[src/rtl/seq_player_ctrl.sv]
// Playback controller for a rotating color-sequence register: shows each step's
// color for HOLD ticks, darkens for GAP ticks, then rotates the register home.
module seq_player_ctrl #(
   parameter int N    = 64,
   parameter int HOLD = 2,
   parameter int GAP  = 1
) (
   input  logic         clk_i,
   input  logic         rn_i,
   input  logic         start_i,
   input  logic [3:0]   round_i,
   input  logic         tick_i,
   input  logic [N-1:0] seq_i,
   output logic         ld_o,
   output logic [N-1:0] data_o,
   output logic [3:0]   led_o,
   output logic         busy_o,
   output logic         done_o,
   output logic [2:0]   state_o
);

   // Tick counter only has to reach max(HOLD, GAP) - 1.
   localparam int MAXT     = (HOLD > GAP) ? HOLD : GAP;
   localparam int TW       = (MAXT < 2) ? 1 : $clog2(MAXT);
   localparam int HOLD_L_I = (HOLD > 0) ? HOLD - 1 : 0;
   localparam int GAP_L_I  = (GAP > 0) ? GAP - 1 : 0;
   localparam logic [TW-1:0] HOLD_LAST = TW'(HOLD_L_I);
   localparam logic [TW-1:0] GAP_LAST  = TW'(GAP_L_I);
   localparam logic [4:0]    FULL_ROT  = 5'd16;

   typedef enum logic [2:0] {
      S_IDLE    = 3'd0,
      S_SHOW    = 3'd1,
      S_GAP     = 3'd2,
      S_RESTORE = 3'd3,
      S_DONE    = 3'd4
   } state_t;

   state_t        state_q, state_d;
   logic [TW-1:0] tick_q, tick_d;
   logic [4:0]    step_q, step_d;
   logic [3:0]    round_q, round_d;
   logic [4:0]    step_inc;
   logic [4:0]    steps_total;

   assign data_o      = {seq_i[N-5:0], seq_i[N-1:N-4]};
   assign step_inc    = step_q + 5'd1;
   assign steps_total = {1'b0, round_q} + 5'd1;
   assign busy_o      = (state_q != S_IDLE);
   assign state_o     = state_q;

   always_ff @(posedge clk_i or negedge rn_i) begin
      if (!rn_i) begin
         state_q <= S_IDLE;
         tick_q  <= '0;
         step_q  <= '0;
         round_q <= '0;
      end else begin
         state_q <= state_d;
         tick_q  <= tick_d;
         step_q  <= step_d;
         round_q <= round_d;
      end
   end

   // start_i is a request, not a handshake: it is sampled only while busy_o is
   // low, and busy_o rising is the acknowledgement.
   always_comb begin
      state_d = state_q;
      tick_d  = tick_q;
      step_d  = step_q;
      round_d = round_q;
      ld_o    = 1'b0;
      led_o   = 4'd0;
      done_o  = 1'b0;
      case (state_q)
         S_IDLE: begin
            if (start_i) begin
               round_d = round_i;
               step_d  = '0;
               tick_d  = '0;
               state_d = S_SHOW;
            end
         end
         S_SHOW: begin
            led_o = seq_i[N-1:N-4];
            if (tick_i) begin
               if (tick_q == HOLD_LAST) begin
                  ld_o   = 1'b1;
                  step_d = step_inc;
                  tick_d = '0;
                  // Without a dark phase the continue/restore decision uses the
                  // step count that includes the step just finished.
                  if (GAP == 0) begin
                     state_d = (step_inc < steps_total) ? S_SHOW : S_RESTORE;
                  end else begin
                     state_d = S_GAP;
                  end
               end else begin
                  tick_d = tick_q + TW'(1);
               end
            end
         end
         S_GAP: begin
            if (tick_i) begin
               if (tick_q == GAP_LAST) begin
                  tick_d  = '0;
                  state_d = (step_q < steps_total) ? S_SHOW : S_RESTORE;
               end else begin
                  tick_d = tick_q + TW'(1);
               end
            end
         end
         S_RESTORE: begin
            // Finish the full 16-step rotation so the register ends where it began.
            if (step_q < FULL_ROT) begin
               ld_o   = 1'b1;
               step_d = step_inc;
            end else begin
               state_d = S_DONE;
            end
         end
         S_DONE: begin
            done_o  = 1'b1;
            state_d = S_IDLE;
         end
         default: begin
            state_d = S_IDLE;
         end
      endcase
   end

endmodule

[config.mk]
export PLATFORM = sky130hd
export DESIGN_NAME = seq_player_ctrl
export DESIGN_NICKNAME = d
export VERILOG_FILES = /design/src/rtl/seq_player_ctrl.sv
export SDC_FILE = /design/constraint.sdc
export NUM_CORES = 1
export LEC_CHECK = 0
export ABC_AREA = 1
export BUFFER_PORTS_ARGS = -buffer_cell sky130_fd_sc_hd__buf_2
export CORE_ASPECT_RATIO = 0.9
export CORE_MARGIN = 1.5
export CORE_UTILIZATION = 32
export CTS_CLUSTER_DIAMETER = 120
export DETAILED_ROUTE_END_ITERATION = 12
export PLACE_DENSITY = 0.73
export SYNTH_ARGS = -nofsm -noshare
export SYNTH_HDL_FRONTEND = slang
export SYNTH_SLANG_ARGS = --single-unit
[constraint.sdc]
create_clock -name clk_i -period 1.6 [get_ports clk_i]
set_clock_uncertainty 0.1 [all_clocks]
set_input_delay 0.08 -clock clk_i [delete_from_list [all_inputs] [get_ports clk_i]]
set_output_delay 0.08 -clock clk_i [all_outputs]
set_load 0.1 [all_outputs]
# Yosys cells after proc, flatten, opt, wreduce, memory -nomap -nowiden

Index checks and enable logic that the tools add are counted.

Register bits: 13
Bits of input ports: 72
Output and inout port bits: 74
Logic and storage cells: 53

Add/subtract/negate cells: 3
$lt $le $gt $ge: 2
Equality and inequality tests: 11
Muxes and demuxes: 25
Reduce and logical (&&, ||, !) cells: 8

Operator list:

| operator              | count |
|---|---|
| $mux W5               | 4 |
| $mux W3               | 6 |
| $pmux W5 S3           | 1 |
| $ne A2 B2 Y1 const B  | 7 |
| $pmux W3 S4           | 1 |
| $mux W1               | 9 |
| $reduce_bool A3 Y1    | 3 |
| $eq A3 B2 Y1 const B  | 2 |
| $reduce_and A6 Y1     | 1 |
| $add A4 B1 Y5 const B | 1 |
| $add A5 B1 Y5 const B | 1 |
| $lt A5 B5 Y1          | 1 |
| $lt A5 B5 Y1 const B  | 1 |
| $reduce_and A5 Y1     | 1 |
| $mux W4               | 1 |
| $reduce_and A4 Y1     | 1 |
| $eq A3 B1 Y1 const B  | 1 |
| $eq A3 B3 Y1 const B  | 1 |
| $logic_not A3 Y1      | 1 |
| $pmux W1 S3           | 1 |
| $mux W2               | 1 |
| $pmux W1 S2           | 1 |
| $reduce_and A2 Y1     | 1 |
| $add A1 B1 Y1 const B | 1 |

# Longest topological paths before layout

Gate-level depths: netlist of run 1.

Depth in word-level cells: 6
Gate-level depth with buffers: 11
Depth with buffers taken out: 11

# Worst setup path before layout of run 1

No wires, ideal clock.

Path type: register -> output
Start: register state_q[2], in the netlist state_o[2]
End: output port done_o
Data arrival time: 3168 ps
Data required time: 1420 ps
Slack: -1748 ps
Cell stages (with the launch flop): 3
Buffers on the path: 0
Cells stage by stage: dfrtp_1 inv_2 nor3_1

Cells in the longest elaborated chain, start to end: 2

Ends and longest elaborated chain:

| what                   | line | text |
|---|---|---|
| start, declared        | 39   | `state_t state_q, state_d;` |
| start signal, assigned | 59   | `state_q <= state_d;` |
| $eq A3 B3 Y1           | 76   | `case (state_q)` |
| $mux W1                | 76   |  |
| end, declared          | 18   | `output logic done_o,` |

Every way passes these cells.

# Final worst setup path of run 1

Start: register round_q[0]
End: register state_q[1], in the netlist state_o[1]

Cells in the longest elaborated chain, start to end: 6

Ends and longest elaborated chain:

| what                   | line | text |
|---|---|---|
| start, declared        | 42   | `logic [3:0] round_q, round_d;` |
| start signal, assigned | 62   | `round_q <= round_d;` |
| $add A4 B1 Y5          | 48   | `assign steps_total = {1'b0, round_q} + 5'd1;` |
| $lt A5 B5 Y1           | 108  | `state_d = (step_q < steps_total) ? S_SHOW : S_RESTORE;` |
| $mux W2                | 108  |  |
| $mux W3                | 106  | `if (tick_q == GAP_LAST) begin` |
| $mux W3                | 105  | `if (tick_i) begin` |
| $pmux W3 S4            | 76   |  |

Every way passes these cells. The select of a mux whose other input is x is not followed.
A chain may end at the register's enable or synchronous reset.

==> flow_metrics.py, run 1 <==
metrics = {
    "sta": {
        "finalMaxSlewViolations": 0,
        "tightest_slew_ps": 487,
        "fin_hold_ws_ps": 47.3,
        "finalCritPeriodShare_pct": 104,
        "slew_headroom_pct": 67.8,
        "fmax_mhz": 601,
        "setup_viol": 3,
        "finalHoldViolCount": 0,
        "period_needed_ps": 1660,
        "layout_setup_ws_ps": -63.7,
        "rsz0062_at_grt": "true",
    },
    "detailed_routing": {
        "drtIter0Drc": 52,
        "wl_per_cell_um": 11.0,
        "drt_pass1_iterations": 4,
        "wl_um": 2590,
        "drc": 0,
        "dr_total_vias": 986,
        "postRouteAntennaNets": 0,
        "via_per_inst": 4.18,
    },
    "worst_setup_path": {
        "crit_type": "reg -> reg",
        "crit_fanout": 3,
        "worst_ep_required_time_ps": 1640,
        "cp-end-kind": "flip-flop",
        "cp.arrival_ps": 1700,
        "r2r_cells": 11,
        "cp-start-kind": "flip-flop",
    },
    "synth": {
        "yosysTopAreaCell": "buf_4",
        "synth_top_area_share_pct": 34.5,
        "synth_cells": 191,
        "yosysWarnings": 0,
        "syn_nets": 269,
        "avgSynthCellArea_um2": 7.42,
        "netlist_top_cells_area": "buf_4 34%, dfrtp_1 23%, nand2_1 9.5%",
        "yosysUniqueCellTypes": 24,
        "ys_ff_latch": 13,
        "seq_area_frac_synth_pct": 23.0,
        "synth_area_um2": 1420,
    },
    "min_path": {
        "hp-class": "in -> reg",
        "hold_depth": 3,
    },
    "cells_and_area": {
        "antennaDiodeCount": 0,
        "stdcell_count": 236,
        "syn2layout_area_growth_pct": 10.5,
        "post-route-util_pct": 37.7,
        "drive_above_1_share_pct": 42.6,
        "n_fill_cell": 415,
        "design_area_um2": 1570,
        "fin_nets": 255,
    },
    "global_routing": {
        "antenna_found_initial": 0,
        "grt_util_all_layers_pct": 10.8,
        "grt_start_max_net_pins": 14,
        "grt_use_met2_pct": 16.7,
        "grt_use_met1_pct": 13.3,
        "grt_pass1_vias": 895,
        "grt-busiest-layer": "met2",
        "grt_overflow": 0,
        "use_met3_pct": 4.42,
        "grt_pass1_wl_um": 3970,
    },
    "floorplan": {
        "start_util_pct": 34.1,
        "dieWidth_um": 73.1,
        "pin_count": 146,
        "rows": 22,
        "dieArea_um2": 4830,
        "coreArea_um2": 4160,
        "fp.dieH_um": 66.1,
    },
    "power": {
        "power_frac_seq_pct": 18.4,
        "power_leakage_uw": 0.000774,
        "swShare_pct": 53.7,
        "ir_drop_mv": 1.18,
        "power.share.combinational_pct": 73.0,
        "clockPowerShare_pct": 8.6,
        "cellPowerDensity_nw_per_um2": 2190,
        "p_int_uw": 1590,
        "switchingPower_uw": 1840,
    },
    "clock_network": {
        "cts_tree": "yes",
        "cts_root_buf": "clkbuf_8",
        "cts_sinks": 13,
        "clkTransAtPathRegs_ps": 60,
        "clk_path_buf_depth": 2,
        "insertion_delay_ps": 240,
        "h-tree-depth": 1,
        "cts-buffers-inserted": 3,
    },
    "placement": {
        "placed_area_um2": 1320,
        "place_congestion": 0.825,
        "dp.cells": 216,
        "portBuffers": 25,
        "place_hpwl_um": 1960,
    },
    "run_status": {
        "status": "finished with violations",
        "violations": "negative setup slack",
    },
    "job": {
        "cap_violations": 0,
    },
}
-- cells in the mapped netlist (all sizes together) --
cell     n
a21oi    1
ha       6
or2      3
nand3b   1
xnor2    2
o22ai    1
clkinv   1
buf     65
o21bai   1
nand2   40
nand3   15
dfrtp   13
nor3     2
inv     16
nor2    16
xor2     3
o21ai    5
-- cell type report --
type	count	area (um^2)	share of cell area [%]
Multi-Input combinational cell	96	644	41.2
Timing Repair Buffer	46	395	25.3
Sequential cell	13	337	21.5
Tap cell	60	75.1	4.80
Inverter	17	68.8	4.40
Clock buffer	4	45.0	2.88
-- per-stage QoR --
| stage | total power [uW] | worst slack [ps] | TNS [ps] |
|---|---|---|---|
| floorplan | 2970 | -261 | -917 |
| global placement | 2780 | -33.4 | -33.4 |
| detailed placement | 2810 | -103 | -103 |
| CTS | 3320 | -75.2 | -124 |
| global route | 3660 | -167 | -550 |
| finish | 3430 | -63.7 | -79.4 |
-- repair_timing --
| item | in CTS | in global routing |
|---|---|---|
| hold buffers | 5 | 0 |
| buffers inserted | 5 | 6 |
| pin swaps | 5 | 2 |
| endpoints found under the hold margin | 17 | 0 |
| setup endpoints to repair | 4 | 8 |
| gates resized for setup | 7 | 6 |
-- placed cells by master (no fill, tap or decap), types with 3 or more instances in the layout --
cell	netlist	routed
nand2_1	36	36
buf_2	0	18
buf_4	65	15
inv_1	13	12
nand3_1	13	12
dfrtp_1	13	10
nor2_4	2	8
nor2_1	12	7
buf_12	0	6
dlygate4sd3_1	0	5
o21ai_1	5	4
ha_1	6	4
xor2_1	3	3
clkbuf_8	0	3
dfrtp_4	0	3
-- worst paths after layout --
check	from	end	slack [ps]
min in group asynchronous	rn_i	round_q[1]	160
setup / recovery	round_q[0]	state_o[1]	-60
hold reg to reg	tick_q	tick_q	440
max in group asynchronous	rn_i	state_o[0]	970
hold / removal	start_i	round_q[0]	50
setup reg to reg	round_q[0]	state_o[1]	-60
-- sequential cells by signal (all words and copies together), names as in the netlist --
signal / cells
round_q: 4
tick_q: 1
state_o: 3
step_q: 5
-- layer usage --
layer  vias to the layer above  wire length (um)
met5                         -                 0
li1                        496                 -
met1                       442              1220
met4                         0                57
met3                         8               167
met2                        40              1140
-- kinds of logic after synthesis --
group | Yosys count | synth area share [%]
buf+inv | 82 | 39.0
fa+ha+maj | 6 | 5.30
simple gates | 77 | 26.1
flops | 13 | 23.0
compound gates | 8 | 3.53
xor+xnor | 5 | 3.09
-- worst max-delay path, cell delays in order, from the launching register on --
cell and delay [ps]:
dfrtp_1 390, ha_2 210, xnor2_1 130, ha_1 290, nand2_1 70, nand2_1 50
nand2_1 50, nand3_1 70, nand2_1 70, nand2_1 50, nand2_1 50, nand2_1 40
-- power by group through the flow --
| stage | sequential, uW | clock [uW] | combinational (uW) |
|---|---|---|---|
| after floorplan | 763 | 0 | 2200 |
| after global placement | 630 | 0 | 2150 |
| after detailed placement | 631 | 0 | 2180 |
| after CTS | 627 | 307 | 2390 |
| after global routing | 652 | 321 | 2690 |
| final | 631 | 295 | 2500 |
No activity file was read; power rests on OpenSTA's default activity.
==> run 2: changes to the inputs <==
- BUFFER_PORTS_ARGS: -buffer_cell sky130_fd_sc_hd__buf_2 -> -buffer_cell sky130_fd_sc_hd__clkbuf_2
==> flow_metrics.py, run 2 (synthesis results as in run 1) <==
metrics = {
    "global_routing": {
        "grt_overflow": 0,
        "grt_start_max_net_pins": 14,
        "antenna_found_initial": 0,
        "grt_pass1_vias": 938,
        "grt_util_all_layers_pct": 12.1,
        "grt_pass1_wl_um": 4300,
    },
    "run_status": {
        "status": "finished with violations",
        "violations": "negative setup slack",
    },
    "floorplan": {
        "dieWidth_um": 73.1,
        "rows": 22,
        "coreArea_um2": 4160,
        "start_util_pct": 34.1,
        "fp.dieH_um": 66.1,
        "dieArea_um2": 4830,
        "pin_count": 146,
    },
    "min_path": {
        "hold_depth": 0,
        "hp-class": "in -> out",
        "min_to": "data_o[51]",
        "min_from": "seq_i[47]",
    },
    "power": {
        "power_frac_seq_pct": 18.8,
        "swShare_pct": 53.6,
        "cellPowerDensity_nw_per_um2": 2210,
        "power.share.combinational_pct": 72.6,
        "ir_drop_mv": 1.07,
        "switchingPower_uw": 1880,
        "power_leakage_uw": 0.000775,
        "clockPowerShare_pct": 8.5,
        "p_int_uw": 1630,
    },
    "cells_and_area": {
        "fin_nets": 253,
        "drive_above_1_share_pct": 45.4,
        "layout_common_cells": "35 x nand2_1, 18 x clkbuf_2, 11 x inv_1, 11 x nand3_1, 11 x buf_4",
        "multi_input_area_um2": 662,
        "final_common_cell": "nand2_1",
        "stdcell_count": 234,
        "antennaDiodeCount": 0,
        "n_fill_cell": 421,
        "register_area_um2": 339,
        "syn2layout_area_growth_pct": 12.0,
        "largest_reg_flops": 5,
        "max_flop_register": "step_q",
    },
    "placement": {
        "portBuffers": 25,
        "place_congestion": 0.850,
        "dp.cells": 216,
        "place_hpwl_um": 2010,
    },
    "sta": {
        "tightest_slew_ps": 542,
        "finalHoldViolCount": 0,
        "tns_ps": -402,
        "finalCritPeriodShare_pct": 105,
        "finalMaxSlewViolations": 0,
        "fmax_mhz": 595,
        "layout_setup_ws_ps": -81.7,
        "setup_viol": 7,
        "period_needed_ps": 1680,
        "rsz0062_at_grt": "true",
        "slew_headroom_pct": 64.0,
    },
    "clock_network": {
        "cts_sinks": 13,
        "clk_path_buf_depth": 2,
        "cts-buffers-inserted": 3,
        "cts_root_buf": "clkbuf_8",
        "clkTransAtPathRegs_ps": 50,
        "insertion_delay_ps": 250,
        "cts_tree": "yes",
        "h-tree-depth": 1,
    },
    "detailed_routing": {
        "drc": 0,
        "dr_total_vias": 1022,
        "via_per_inst": 4.37,
        "drtIter0Drc": 68,
        "postRouteAntennaNets": 0,
        "drt_pass1_iterations": 4,
        "wl_um": 2690,
        "wl_per_cell_um": 11.5,
    },
    "worst_setup_path": {
        "worst_ep_required_time_ps": 1640,
        "cp.arrival_ps": 1720,
        "cp-start-kind": "flip-flop",
        "r2r_cells": 11,
        "crit_type": "reg -> reg",
        "r2r-start": "round_q[1]",
        "r2r_setup_slack_ps": -80,
        "cp-end-kind": "flip-flop",
        "crit_fanout": 3,
        "reg2reg_to": "state_o[1]",
    },
    "job": {
        "cap_violations": 0,
    },
}
[run 2: changes by cell type in the layout (fill, tap and decap cells not counted), moves of 2 or more]
cell | before | now
dfrtp_2 | 0 | 2
clkbuf_2 | 0 | 18
dfrtp_1 | 10 | 8
buf_2 | 18 | 0
buf_4 | 15 | 11
nand3_2 | 1 | 3
[run 2: worst max path at each step]
stage / end / slack (ps) / startpoint / cells past startpoint
CTS: state_o[1] / -90 / round_q[0] / 11
floorplan: ld_o / -260 / state_o[2] / 5
detailed placement: state_o[1] / -90 / round_q[0] / 11
finish: state_o[1] / -80 / round_q[1] / 11
global route: state_o[1] / -230 / round_q[1] / 11
global placement: state_o[1] / -8 / round_q[0] / 12
[run 2: repair_timing]
action | 4_1_cts | 5_1_grt
cloned | 0 | 0
resized for setup | 4 | 15
setup buffers | 3 | 6
endpoints found under the hold margin | 17 | 0
hold buffers | 5 | 0
pin swaps | 6 | 13
endpoints found under the setup margin | 7 | 14
[run 2: stage by stage]
step	utilization (%)	power (uW)	setup WS, ps	area, um^2	hold slack, ps
3_3_place_gp	32.2	2840	-8.36	1340	-97.6
5_1_grt	38.2	3760	-230	1590	60.1
3_5_place_dp	32.2	2880	-90.3	1340	-94.2
2_1_floorplan	-	2970	-261	1490	-316
4_1_cts	35.4	3310	-87.6	1470	51.9
6_report	38.2	3500	-81.7	1590	60.0
[run 2: critical path: stages (launching register included)]
cell	delay (ps)
dfrtp_2	440
ha_4	180
xnor2_2	120
ha_1	290
nand2_1	70
nand2_1	50
nand2_1	50
nand3_1	70
nand2_1	60
nand2_1	50
nand2_1	50
nand2_1	50
[run 2: layout make-up]
class                   instances  share of cell area (%)
clock buffers                   4                    2.84
inverters                      17                    4.34
multi-input cells              96                    41.7
flip-flops and latches         13                    21.4
well taps                      60                    4.73
repair buffers                 44                    25.0
[run 2: power by group through the flow]
stage               clock (uW)  sequential [uW]  combinational, uW
floorplan                    0              763               2200
global placement             0              639               2200
detailed placement           0              648               2230
CTS                        307              646               2350
global route               323              687               2750
finish                     299              660               2540
[run 2: routing by layer]
| metal | share of wire, % | GRT usage (%) |
|---|---|---|
| met1 | 43 | 13.9 |
| met2 | 46 | 18.5 |
| met3 | 7.9 | 5.03 |
| met4 | 3.4 | 7.08 |
| met5 | 0 | 0 |
